==> config.mk <==
export PLATFORM = sky130hd
export DESIGN_NAME = ts_packet_transmitter
export DESIGN_NICKNAME = d
export VERILOG_FILES = /design/src/rtl/ts_packet_transmitter.sv
export SDC_FILE = /design/constraint.sdc
export NUM_CORES = 1
export LEC_CHECK = 0
export CAP_MARGIN = 20
export CORE_ASPECT_RATIO = 1.4
export CORE_MARGIN = 3
export CORE_UTILIZATION = 30
export DETAILED_ROUTE_END_ITERATION = 8
export PLACE_DENSITY = 0.49
export SKIP_LAST_GASP = 1
export SYNTH_ARGS = -nofsm -noshare
export SYNTH_HDL_FRONTEND = slang
export SYNTH_SLANG_ARGS = --single-unit
==> constraint.sdc <==
create_clock -name SYS_CLK -period 5.5 [get_ports SYS_CLK]
set_clock_uncertainty 0.05 [all_clocks]
set_input_delay 1.375 -clock SYS_CLK [delete_from_list [all_inputs] [get_ports SYS_CLK]]
set_output_delay 1.375 -clock SYS_CLK [all_outputs]
set_load 0.005 [all_outputs]
==> src/rtl/ts_packet_transmitter.sv <==
// Serialises 188-byte TS packets from an upstream FIFO onto an 8-bit parallel TS port.
// Null packets (PID 0x1FFF) or idle slots fill the gaps when no full packet is queued.
module ts_packet_transmitter #(
    parameter int DIV = 8
) (
    input  logic        SYS_CLK,
    input  logic        RST,
    input  logic        ENABLE,
    input  logic        NULL_EN,
    input  logic        PACKET_READY,
    input  logic [7:0]  FIFO_DATA,
    output logic        FIFO_RD_REQ,
    output logic [7:0]  TS_DATA,
    output logic        TS_DCLK,
    output logic        TS_VALID,
    output logic        TS_PSYNC,
    output logic [31:0] PKT_CNT,
    output logic [31:0] NULL_CNT,
    output logic [15:0] SYNC_ERR_CNT
);

    localparam int             PW        = $clog2(DIV);
    localparam logic [PW-1:0]  PH_LAST   = PW'(DIV - 1);
    localparam logic [PW-1:0]  PH_DECIDE = PW'(DIV - 2);
    localparam logic [PW-1:0]  PH_HALF   = PW'(DIV / 2);
    localparam logic [7:0]     LAST_IDX  = 8'd187;
    localparam logic [7:0]     SYNC_BYTE = 8'h47;

    typedef enum logic [1:0] {
        IDLE,
        SEND_FIFO,
        SEND_NULL
    } state_t;

    state_t         state;
    state_t         state_next;
    logic [PW-1:0]  phase;
    logic [PW-1:0]  phase_next;
    logic [7:0]     byte_idx;
    logic           decide;
    logic           byte_edge;
    logic [7:0]     null_byte;
    logic [15:0]    sync_err_q;

    // byte_idx is the index of the next byte to be loaded, so it reads 0 during the
    // whole slot that shows byte 187: that slot is the packet-boundary decision point.
    always_comb begin
        phase_next  = (phase == PH_LAST) ? '0 : phase + 1'b1;
        byte_edge   = (phase == PH_LAST);
        decide      = (phase == PH_DECIDE) && ((state == IDLE) || (byte_idx == 8'd0));
        state_next  = state;
        FIFO_RD_REQ = 1'b0;
        if (decide) begin
            if (ENABLE && PACKET_READY) begin
                state_next = SEND_FIFO;
            end else if (ENABLE && NULL_EN) begin
                state_next = SEND_NULL;
            end else begin
                state_next = IDLE;
            end
        end
        if ((phase == PH_DECIDE) && (state_next == SEND_FIFO)) begin
            FIFO_RD_REQ = 1'b1;
        end
    end

    always_comb begin
        null_byte = 8'hFF;
        case (byte_idx)
            8'd0:    null_byte = SYNC_BYTE;
            8'd1:    null_byte = 8'h1F;
            8'd3:    null_byte = 8'h10;
            default: null_byte = 8'hFF;
        endcase
    end

    always_ff @(posedge SYS_CLK or negedge RST) begin
        if (!RST) begin
            state <= IDLE;
        end else begin
            state <= state_next;
        end
    end

    // TS_DCLK is registered from the next phase so it never glitches.
    always_ff @(posedge SYS_CLK or negedge RST) begin
        if (!RST) begin
            phase   <= '0;
            TS_DCLK <= 1'b0;
        end else begin
            phase   <= phase_next;
            TS_DCLK <= (phase_next >= PH_HALF);
        end
    end

    always_ff @(posedge SYS_CLK or negedge RST) begin
        if (!RST) begin
            TS_DATA    <= 8'h00;
            TS_VALID   <= 1'b0;
            TS_PSYNC   <= 1'b0;
            byte_idx   <= 8'd0;
            PKT_CNT    <= 32'd0;
            NULL_CNT   <= 32'd0;
            sync_err_q <= 16'd0;
        end else if (byte_edge) begin
            case (state)
                SEND_FIFO: begin
                    TS_DATA  <= FIFO_DATA;
                    TS_VALID <= 1'b1;
                    TS_PSYNC <= (byte_idx == 8'd0);
                end
                SEND_NULL: begin
                    TS_DATA  <= null_byte;
                    TS_VALID <= 1'b1;
                    TS_PSYNC <= (byte_idx == 8'd0);
                end
                default: begin
                    TS_VALID <= 1'b0;
                    TS_PSYNC <= 1'b0;
                end
            endcase
            if (state != IDLE) begin
                byte_idx <= (byte_idx == LAST_IDX) ? 8'd0 : byte_idx + 8'd1;
            end
            if ((state == SEND_FIFO) && (byte_idx == 8'd0) &&
                (FIFO_DATA != SYNC_BYTE) && (sync_err_q != 16'hFFFF)) begin
                sync_err_q <= sync_err_q + 16'd1;
            end
            if (byte_idx == LAST_IDX) begin
                if (state == SEND_FIFO) begin
                    PKT_CNT <= PKT_CNT + 32'd1;
                end
                if (state == SEND_NULL) begin
                    NULL_CNT <= NULL_CNT + 32'd1;
                end
            end
        end
    end

    assign SYNC_ERR_CNT = sync_err_q;

endmodule

==> Word level (Yosys, flattened, before mapping) <==
Index checks and enable logic that the tools add are counted.
{ "word_totals": {"reg_bits": 104, "out_inout_bits": 92, "wordCells": 54} }
{ "op_classes": {"addsub": 5, "order_cmp": 1, "n_eq_ne": 10, "muxes": 10, "reduce_logical": 18} }
{ "op_table": {"columns": ["cell", "n"], "rows": [
  ["32-bit by 1-bit adder with 32-bit output (second input constant)", 2],
  ["8-bit one-hot mux with 3 select lines", 1],
  ["16-bit by 1-bit adder with 16-bit output (second input constant)", 1],
  ["16-bit != test (second input constant)", 1],
  ["8-bit one-hot mux with 2 select lines", 1],
  ["8-bit by 1-bit adder with 8-bit output (second input constant)", 1],
  ["8-bit by 1-bit == test with 1-bit output (second input constant)", 1],
  ["8-bit by 2-bit == test with 1-bit output (second input constant)", 1],
  ["8-bit == test (second input constant)", 1],
  ["8-bit zero test", 1],
  ["8-bit 2-to-1 mux", 1],
  ["8-bit by 7-bit != test with 1-bit output (second input constant)", 1],
  ["1-bit logical AND", 7],
  ["3-bit == test (second input constant)", 2],
  ["2-bit 2-to-1 mux", 3],
  ["2-bit AND reduction", 3],
  ["3-bit AND reduction", 2],
  ["2-bit by 1-bit == test with 1-bit output (second input constant)", 2],
  ["2-bit nonzero test", 2],
  ["3-bit by 1-bit adder with 3-bit output (second input constant)", 1],
  ["3-bit greater-or-equal comparator (second input constant)", 1],
  ["1-bit 2-to-1 mux", 3],
  ["3-bit 2-to-1 mux", 1],
  ["2-bit == test (second input constant)", 1],
  ["3 further kinds", 3]
]} }

==> Depth between registers and ports, before layout <==
Gate-level depths: netlist (run 1).
{ "logic_depth": {"ltp_word": 7, "depth_mapped": 9, "mapped_depth_nobuf": 7} }

==> Least setup slack after synthesis (run 1) <==
No wires, ideal clock.
{ "synth_timing": {"path_kind": "input to output", "from": "in ENABLE", "to": "out FIFO_RD_REQ", "t_arrival_ns": 1.690, "required_ns": 4.075, "slack_ns": 2.385, "cell_stages": 3, "n_path_buf": 0, "path_cell_list": "and2_1 mux2i_1 nor2_1"} }
{ "synth_between": {"elab_chain_cells": 7, "word_cells_on_any_way": 8} }
{ "synth_lines": {"columns": ["element", "line_no", "text"], "rows": [
  ["from (decl)", "8", "input logic ENABLE,"],
  ["1-bit logical AND", "56", "end else if (ENABLE && NULL_EN) begin"],
  ["2-bit 2-to-1 mux", "56", null],
  ["2-bit 2-to-1 mux *", "54", "if (ENABLE && PACKET_READY) begin"],
  ["2-bit 2-to-1 mux *", "53", "if (decide) begin"],
  ["2-bit by 1-bit == test with 1-bit output *", "62", "if ((phase == PH_DECIDE) && (state_next == SEND_FIFO)) begin"],
  ["1-bit logical AND *", "62", null],
  ["1-bit 2-to-1 mux *", "62", null],
  ["to (decl)", "12", "output logic FIFO_RD_REQ,"]
]} }
Mark *: on every way between the ends. The rest lies on a longest branch, timed or not.

==> Worst setup path in the final report (run 1) <==
Ends and elaborated chain as after synthesis.

==> reports/qor.yml, run 1 <==
synth:
  yosysUniqueCellTypes: 41
  yosys-top-cells-count: "dfrtp_1, nand2_1, nor2_1, xnor2_1, xor2_1"
  yosysTopAreaCellShare_pct: 52.34
  synth_area_um2: 4925
  synth_most_common_cell: "dfrtp_1"
  synth-seq-area-share_pct: 52.34
  synth_area_per_cell_um2: 10.28
  ys_top_cells_by_area: "dfrtp_1, xnor2_1, xor2_1"
  synth.yosys.warnings: 0
  synthArstFlopShare_pct: 100.0
  synth_seq_cells: 103
  synth_flop_cell: "dfrtp_1"
  synth-edff-count: 0
  synth_nets: 504
  yosysTopAreaCell: "dfrtp_1"
  syn_inst: 479
cts:
  cts_buffer_depth: 2
  cts_buffers: 9
  clockRootBuffer: "clkbuf_16"
  ctsHoldBuffers: 0
  cts_tree: "built"
  h-tree-depth: 3
  cts_setup_buffers: 0
  ctsResizeCount: 0
  clkLatencyLatePin_ps: 340
  cts.clk_slew.worst_paths_ps: 70
  cts.sinks: 103
sta:
  tightestPinTransition_ps: 916.9
  max_freq_ghz: 0.2437
  final_hold_viol_count: 0
  finalSetupViolations: 0
  fin_crit_ps: 4104
  setup_tns_ps: 0
  slew_headroom_pct: 38.88
  timing.hold.ws_ps: 416.7
  timing.final.crit_share_pct: 74.62
  rsz0062_at_grt: "no"
  finalMaxSlewViolations: 0
pwr:
  p_per_area_nw_per_um2: 291.1
  peakVddDrop_mv: 0.1562
  switchingPower_mw: 0.5007
  pwr-share-comb_pct: 16.4
  intPower_mw: 1.392
  seqPwrFrac_pct: 46.4
  pwr-share-clk_pct: 37.3
  switching_share_pct: 26.46
  cellLeakagePower_nw: 2.774
die:
  die-height_um: 157.6
  core_um2: 15810
  start_util_pct: 31.15
  io_pins: 105
  die_w_um: 114.3
  dieArea_um2: 18010
  rows: 54
final_layout:
  nNetsFinal: 612
  final_layout_size_suffix_gt1_share_pct: 4.899
  diodes: 0
  fill_cells: 1580
  syn_to_final_growth_pct: 32.01
setup_path:
  end_kind: "primary output"
  cp-start-kind: "input port"
  rrSetupSlack_ps: 2450
  cp.arrival_ps: 2680
  reg2reg_depth: 7
  criticalPathCategory: "in2out"
  critPathRequiredTime_ps: 4070
  cp_max_fo: 2
global_routing:
  grt_pass1_vias: 3994
  grt_max_degree: 70
  grt_antenna_before_repair: 0
  grt_overflow: 0
  grt_usage_pct: 14.02
  grt_pass1_wl_um: 20380
detailed_routing:
  dr.pass1.iters: 4
  detail-route-antenna-nets: 0
  drc: 0
  detail_route.wl_per_cell_um: 15.16
  num_vias: 3818
  drt-initial-drc-count: 165
  via_per_inst: 4.845
  routed_wl_um: 11950
run:
  max-cap-violations: 0
placement:
  dp_hpwl_um: 8858
  portBuffers: 104
  gp_congestion: 0.7534
run_status:
  status: "completed"
hold_path:
  hold_path_depth: 1
  hold_class: "reg2reg"
-- metrics by stage --
| step | util, % | area (um^2) | worst slack, ps | cells | power [mW] |
|---|---|---|---|---|---|
| 3_3_place_gp | 39.04 | 6172 | 1418 | 772 | 1.203 |
| 5_1_grt | 41.12 | 6501 | 1308 | 788 | 1.997 |
| 2_1_floorplan | - | 4925 | 2385 | 479 | 1.025 |
| 4_1_cts | 41.12 | 6501 | 1380 | 788 | 1.924 |
| 6_report | 41.12 | 6501 | 1396 | 788 | 1.893 |
| 3_5_place_dp | 39.04 | 6172 | 1380 | 772 | 1.203 |
-- area by class of cell --
class,instances,area (um^2),share of cell area (%)
multi-input cells,349,2232,34.33
inverters,19,71.32,1.097
clock buffers,10,239.0,3.676
flip-flops and latches,103,2577,39.65
well taps,196,245.2,3.772
repair buffers,105,1046,16.09
clock inverters,6,90.09,1.386
-- kinds of logic (layout without fill, tap and decap cells) --
| family | after synthesis | after routing | share of synthesized area [%] |
|---|---|---|---|
| and+or+nand+nor | 223 | 223 | 23.25 |
| DFF | 103 | 103 | 52.34 |
| xor gates and xnor gates | 78 | 78 | 13.87 |
| AOI/OAI and AO/OA | 31 | 31 | 4.040 |
| buffers and inverters | 27 | 140 | 2.337 |
| adders and majority gates | 12 | 12 | 3.049 |
| muxes | 5 | 5 | 1.118 |
-- worst max-delay path, stage by stage --
cell	delay (ps)
clkdlybuf4s50_1	480
and2_1	150
mux2i_1	70
nor2_1	90
clkdlybuf4s50_1	500
-- layout by cell type (no fill, tap or decap), types with 3 or more instances in the layout --
master	synthesis	routed
clkdlybuf4s50_1	0	103
o21ai_0	13	13
o22a_1	3	3
and4_1	7	7
inv_1	19	19
a21oi_1	3	3
nor2b_1	5	5
clkbuf_16	0	9
ha_1	12	12
mux2_2	4	4
xor2_1	35	35
or3_1	6	6
and2_1	4	4
nor2_1	43	43
nand3_1	32	32
or2_2	3	3
o31ai_1	5	5
nor3_1	14	14
dfrtp_1	103	103
nand4_1	21	21
and3_1	11	11
nand2_1	56	56
xnor2_1	43	43
nor4_1	9	9
-- power by group through the flow --
| stage | registers (mW) | logic [mW] | clock network [mW] |
|---|---|---|---|
| floorplan | 0.882 | 0.144 | 0 |
| global placement | 0.893 | 0.311 | 0 |
| detailed placement | 0.888 | 0.316 | 0 |
| CTS | 0.876 | 0.318 | 0.730 |
| global route | 0.887 | 0.350 | 0.761 |
| finish | 0.877 | 0.310 | 0.705 |
-- state kept, by name (all words and copies together), names as in the netlist --
name	count
TS_VALID	1
state	2
PKT_CNT	32
TS_DCLK	1
phase	2
byte_idx	8
NULL_CNT	32
TS_PSYNC	1
SYNC_ERR_CNT	16
TS_DATA	8
-- final timing paths --
check | end | start
max in group asynchronous | PKT_CNT[2]$_DFFE_PN0P_ | RST
setup reg to reg | PKT_CNT[31]$_DFFE_PN0P_ | phase[0]$_DFF_PN0_
hold reg to reg | phase[0]$_DFF_PN0_ | phase[0]$_DFF_PN0_
hold / removal | phase[0]$_DFF_PN0_ | phase[0]$_DFF_PN0_
min in group asynchronous | PKT_CNT[21]$_DFFE_PN0P_ | RST
setup / recovery | FIFO_RD_REQ | ENABLE
-- metal layers --
layer  global-route usage (%)  vias to the layer above  part of all wire, %  wire length [um]
met3                    2.983                       11                  4.6               548
met1                    17.72                     1855                   44              5217
met2                    23.95                       81                   50              6012
met4                    4.471                        0                  1.4               172
met5                        0                        -                    0                 0
li1                         -                     1871                    -                 -
Power figures use the tool's default switching activity.
==> run 2, diff against run 1 <==
==> constraint.sdc (replaced) <==
create_clock -name SYS_CLK -period 4.3 [get_ports SYS_CLK]
set_clock_uncertainty 0.05 [all_clocks]
set_input_delay 1.075 -clock SYS_CLK [delete_from_list [all_inputs] [get_ports SYS_CLK]]
set_output_delay 1.075 -clock SYS_CLK [all_outputs]
set_load 0.005 [all_outputs]
==> reports/qor.yml, run 2 (synthesis gave the netlist of run 1 again) <==
final_layout:
  final_layout_size_suffix_gt1_share_pct: 4.882  # -0.016 points
  syn_to_final_growth_pct: 32.16
  diodes: 0  # unchanged
  nNetsFinal: 615  # +0.49%
  fin_area_um2: 6509  # +0.12%
  fin_cells: 790  # +0.25%
  fin_util_pct: 41.17  # +0.048 points
  layout_common_cells: "dfrtp_1, clkdlybuf4s50_1, nand2_1, nor2_1, xnor2_1"
cts:
  clockRootBuffer: "clkbuf_16"
  h-tree-depth: 3  # unchanged
  cts_buffers: 9  # unchanged
  cts_setup_buffers: 0  # unchanged
  clkLatencyLatePin_ps: 330  # about the same
  cts.sinks: 103  # unchanged
  cts_buffer_depth: 2  # unchanged
  ctsResizeCount: 0  # unchanged
  cts.clk_slew.worst_paths_ps: 60  # about the same
  cts_tree: "built"
  ctsHoldBuffers: 0  # unchanged
global_routing:
  grt_max_degree: 51  # -27%
  grt_pass1_wl_um: 20430  # +0.24%
  grt_overflow: 0  # unchanged
  grt_antenna_before_repair: 0  # unchanged
  grt_usage_pct: 14.02  # about the same
  grt_pass1_vias: 3962  # -0.80%
setup_path:
  crit_chain: "clkdlybuf4s50_1 -> and2_1 -> mux2i_1 -> nor2_1 -> clkdlybuf4s50_1"
  end_kind: "primary output"
  reg2reg_depth: 6  # -1
  r2r-start: "byte_idx[0]$_DFFE_PN0P_"
  criticalPathCategory: "in2out"
  cp_max_fo: 2  # unchanged
  cpPeakStageDelay_ps: 510  # about the same
  cp.arrival_ps: 2370  # -310 ps
  critPathRequiredTime_ps: 3170  # -900 ps
  worst_path_most_repeated_cell: "clkdlybuf4s50_1"
  critPathSlowestCell: "clkdlybuf4s50_1"
  cp-start-kind: "input port"
  reg2reg_to: "PKT_CNT[15]$_DFFE_PN0P_"
  cp.depth: 5  # unchanged
  path_delay_family: "buffers and inverters"
  rrSetupSlack_ps: 1430  # -1020 ps
  worst-path-buf-inv: 2  # unchanged
hold_path:
  hold_path_depth: 1  # unchanged
  worstHoldEndpoint: "phase[0]$_DFF_PN0_"
  worstHoldStart: "phase[0]$_DFF_PN0_"
  hold_class: "reg2reg"
die:
  core_um2: 15810  # unchanged
  die-height_um: 157.6  # unchanged
  start_util_pct: 31.15  # unchanged
  dieArea_um2: 18010  # unchanged
  io_pins: 105  # unchanged
  die_w_um: 114.3  # unchanged
  rows: 54  # unchanged
sta:
  finalSetupViolations: 0  # unchanged
  max_freq_ghz: 0.2865
  fin_crit_ps: 3490
  tightestPinTransition_ps: 855.9  # -61.00 ps
  slew_headroom_pct: 42.16  # +3.3 points
  setup_tns_ps: 0  # unchanged
  timing.final.crit_share_pct: 81.17
  final_hold_viol_count: 0  # unchanged
  timing.hold.ws_ps: 416.9  # +0.1340 ps
  finalMaxSlewViolations: 0  # unchanged
  worst_slack_ps: 809.9  # -586.3 ps
  rsz0062_at_grt: "no"
placement:
  dp_slack_ps: 792.7  # -587.3 ps
  dp_hpwl_um: 8885  # +0.31%
  placed_cells: 775  # +0.39%
  place_area_um2: 6195  # +0.36%
  portBuffers: 104  # unchanged
  gp_congestion: 0.7626  # +1.2%
run:
  max-cap-violations: 0  # unchanged
detailed_routing:
  drt-initial-drc-count: 181  # +9.7%
  num_vias: 3834  # +0.42%
  dr.pass1.iters: 4  # unchanged
  routed_wl_um: 11850  # -0.85%
  detail-route-antenna-nets: 0  # unchanged
  drc: 0  # unchanged
  detail_route.wl_per_cell_um: 15.00  # -1.1%
  via_per_inst: 4.853  # +0.16%
run_status:
  status: "completed"
pwr:
  peakVddDrop_mv: 0.2727  # +75%
  fin_total_pwr_mw: 2.382  # +26%
  cellLeakagePower_nw: 2.779  # +0.18%
  p_per_area_nw_per_um2: 365.9  # +26%
-- run 2: cell count changes in the layout (fill, tap and decap cells not counted) --
cell and delta:
clkinv_2 -1, clkbuf_1 +2, inv_6 -2, buf_4 +3
-- run 2: worst register-to-register path: cells and delay by family, from the launching register on --
family	cells	cell delay, ps
AND/OR/NAND/NOR	4	1790
adder cells (fa/ha/maj)	1	400
flip-flops	1	430
XOR/XNOR	1	140
-- run 2: worst max path at each step --
stage / from / slack, ps / end
2_1_floorplan: FIFO_DATA[6] / 1750 / SYNC_ERR_CNT[8]$_DFFE_PN0P_
3_3_place_gp: ENABLE / 820 / FIFO_RD_REQ
3_5_place_dp: ENABLE / 790 / FIFO_RD_REQ
4_1_cts: ENABLE / 790 / FIFO_RD_REQ
5_1_grt: byte_idx[3]$_DFFE_PN0P_ / 630 / FIFO_RD_REQ
6_report: ENABLE / 810 / FIFO_RD_REQ
-- run 2: layer usage --
layer / routed length, um / vias up / part of all wire (%) / GRT usage (%)
met5: 0 / - / 0 / 0
met4: 139 / 0 / 1.2 / 4.584
met3: 460 / 7 / 3.9 / 2.486
met2: 5945 / 83 / 50 / 24.26
met1: 5302 / 1874 / 45 / 17.69
li1: - / 1870 / - / -
-- run 2: final cells by class --
cell class / instances / area (um^2)
Inverter: 19 / 71.32
Tap cell: 196 / 245.2
Clock inverter: 3 / 67.56
Timing Repair Buffer: 108 / 1069
Fill cell: 1598 / 9301
Multi-Input combinational cell: 349 / 2232
Sequential cell: 103 / 2577
Clock buffer: 12 / 246.5
-- run 2: report_power, final --
group	internal [mW]	total, mW	leakage, nW	switching, mW
logic	0.207	0.396	1.26	0.189
clock network	0.524	0.865	0.149	0.341
registers	1.05	1.12	1.37	0.0762
total	1.78	2.38	2.78	0.606
==> run 3, diff against run 2 <==
==> constraint.sdc (replaced) <==
create_clock -name SYS_CLK -period 3.63 [get_ports SYS_CLK]
set_clock_uncertainty 0.05 [all_clocks]
set_input_delay 0.9075 -clock SYS_CLK [delete_from_list [all_inputs] [get_ports SYS_CLK]]
set_output_delay 0.9075 -clock SYS_CLK [all_outputs]
set_load 0.005 [all_outputs]
==> reports/qor.yml, run 3 (synthesis gave the netlist of run 1 again) <==
sta:
  tightestPinTransition_ps: 753.6  # -102.2 ps
  fin_crit_ps: 3225
  max_freq_ghz: 0.3101
  worst_slack_ps: 405.3  # -404.6 ps
  final_hold_viol_count: 0  # unchanged
  finalSetupViolations: 0  # unchanged
  setup_tns_ps: 0  # unchanged
  slew_headroom_pct: 49.29  # +7.1 points
  rsz0062_at_grt: "no"
  timing.final.crit_share_pct: 88.84
  finalMaxSlewViolations: 0  # unchanged
setup_path:
  cp_max_fo: 6  # +4
  reg2reg_to: "NULL_CNT[25]$_DFFE_PN0P_"
  cp.arrival_ps: 2270  # -100 ps
  rrSetupSlack_ps: 790  # -640 ps
  setup.worst_path.start: "byte_idx[3]$_DFFE_PN0P_"
  cp-start-kind: "flip-flop"
  r2r-start: "byte_idx[0]$_DFFE_PN0P_"
  critPathRequiredTime_ps: 2670  # -500 ps
  reg2reg_depth: 6  # unchanged
  criticalPathCategory: "reg2out"
  end_kind: "primary output"
cts:
  cts_tree: "built"
  cts_setup_buffers: 0  # unchanged
  clkLatencyLatePin_ps: 340  # about the same
  clockRootBuffer: "clkbuf_16"
  cts_buffer_depth: 2  # unchanged
  cts_buffers: 9  # unchanged
  cts.clk_slew.worst_paths_ps: 70  # about the same
  cts.sinks: 103  # unchanged
  ctsResizeCount: 0  # unchanged
  ctsHoldBuffers: 0  # unchanged
  h-tree-depth: 3  # unchanged
die:
  core_um2: 15810  # unchanged
  dieArea_um2: 18010  # unchanged
  die_w_um: 114.3  # unchanged
  io_pins: 105  # unchanged
  die-height_um: 157.6  # unchanged
  start_util_pct: 31.15  # unchanged
  rows: 54  # unchanged
global_routing:
  grt_antenna_before_repair: 0  # unchanged
  grt_pass1_wl_um: 20290  # -0.68%
  grt_overflow: 0  # unchanged
  grt_usage_pct: 13.87  # -0.15 points
  grt_max_degree: 57  # +12%
  grt_pass1_vias: 3975  # +0.33%
detailed_routing:
  detail_route.wl_per_cell_um: 14.88  # -0.77%
  detail-route-antenna-nets: 0  # unchanged
  drt-initial-drc-count: 188  # +3.9%
  routed_wl_um: 11740  # -0.89%
  dr.pass1.iters: 5  # +1
  via_per_inst: 4.838  # -0.32%
  drc: 0  # unchanged
  num_vias: 3817  # -0.44%
final_layout:
  multiInputGateArea_um2: 2232  # unchanged
  fill_cells: 1595  # -0.19%
  register_area_um2: 2577  # unchanged
  layout_common_cells: "dfrtp_1, clkdlybuf4s50_1, nand2_1, nor2_1, xnor2_1"
  nNetsFinal: 615  # unchanged
  syn_to_final_growth_pct: 32.16  # unchanged
  final_layout_size_suffix_gt1_share_pct: 4.890  # +0.0082 points
  diodes: 0  # unchanged
pwr:
  peakVddDrop_mv: 0.2651  # -2.8%
  cellLeakagePower_nw: 2.780  # about the same
  fin_total_pwr_mw: 2.800  # +18%
  p_per_area_nw_per_um2: 430.2  # +18%
run:
  max-cap-violations: 0  # unchanged
hold_path:
  hold_path_depth: 1  # unchanged
  hold_class: "reg2reg"
  worstHoldEndpoint: "phase[0]$_DFF_PN0_"
  worstHoldStart: "phase[0]$_DFF_PN0_"
placement:
  dp_slack_ps: 483.0  # -309.6 ps
  gp_congestion: 0.7538  # -1.2%
  dp_hpwl_um: 8768  # -1.3%
  portBuffers: 104  # unchanged
run_status:
  status: "completed"
==> run 3: power breakdown <==
part / switching, mW / internal, mW / total, mW
combinational: 0.226 / 0.245 / 0.471
clock: 0.407 / 0.596 / 1.00
sequential: 0.0885 / 1.24 / 1.33
==> run 3: worst max path at each step <==
| stage | endpoint | slack [ps] | cells past startpoint |
|---|---|---|---|
| after CTS | FIFO_RD_REQ | 350 | 5 |
| after global routing | FIFO_RD_REQ | 190 | 5 |
| after floorplan | NULL_CNT[25]$_DFFE_PN0P_ | 1210 | 9 |
| after global placement | FIFO_RD_REQ | 480 | 5 |
| after detailed placement | FIFO_RD_REQ | 480 | 5 |
| final | FIFO_RD_REQ | 410 | 5 |
==> run 3: cell type report <==
class	count	share of cell area [%]
inverter	19	1.096
tap	196	3.768
clock buffer	10	3.518
sequential	103	39.60
clock inverter	4	1.115
timing repair buffer	108	16.61
multi-input combinational	349	34.29
==> run 3: stage by stage <==
step | util (%) | hold WS, ps | std cells | area [um^2]
2_1_floorplan | - | 382.2 | 479 | 4925
3_3_place_gp | 39.26 | 397.9 | 775 | 6207
3_5_place_dp | 39.26 | 416.1 | 775 | 6207
4_1_cts | 41.17 | 425.0 | 789 | 6509
5_1_grt | 41.17 | 443.8 | 789 | 6509
6_report | 41.17 | 416.1 | 789 | 6509
==> run 3: per-layer routing <==
| layer | share of wire [%] | GRT usage [%] |
|---|---|---|
| met1 | 44 | 17.77 |
| met2 | 50 | 23.53 |
| met3 | 5.0 | 3.059 |
| met4 | 1.4 | 3.962 |
| met5 | 0 | 0 |
==> run 3: critical path: stages, from the launching register on <==
cell and delay, ps:
dfrtp_1 430, nor4_1 500, a31oi_1 240, mux2i_1 160, nor2_1 90, clkdlybuf4s50_1 500
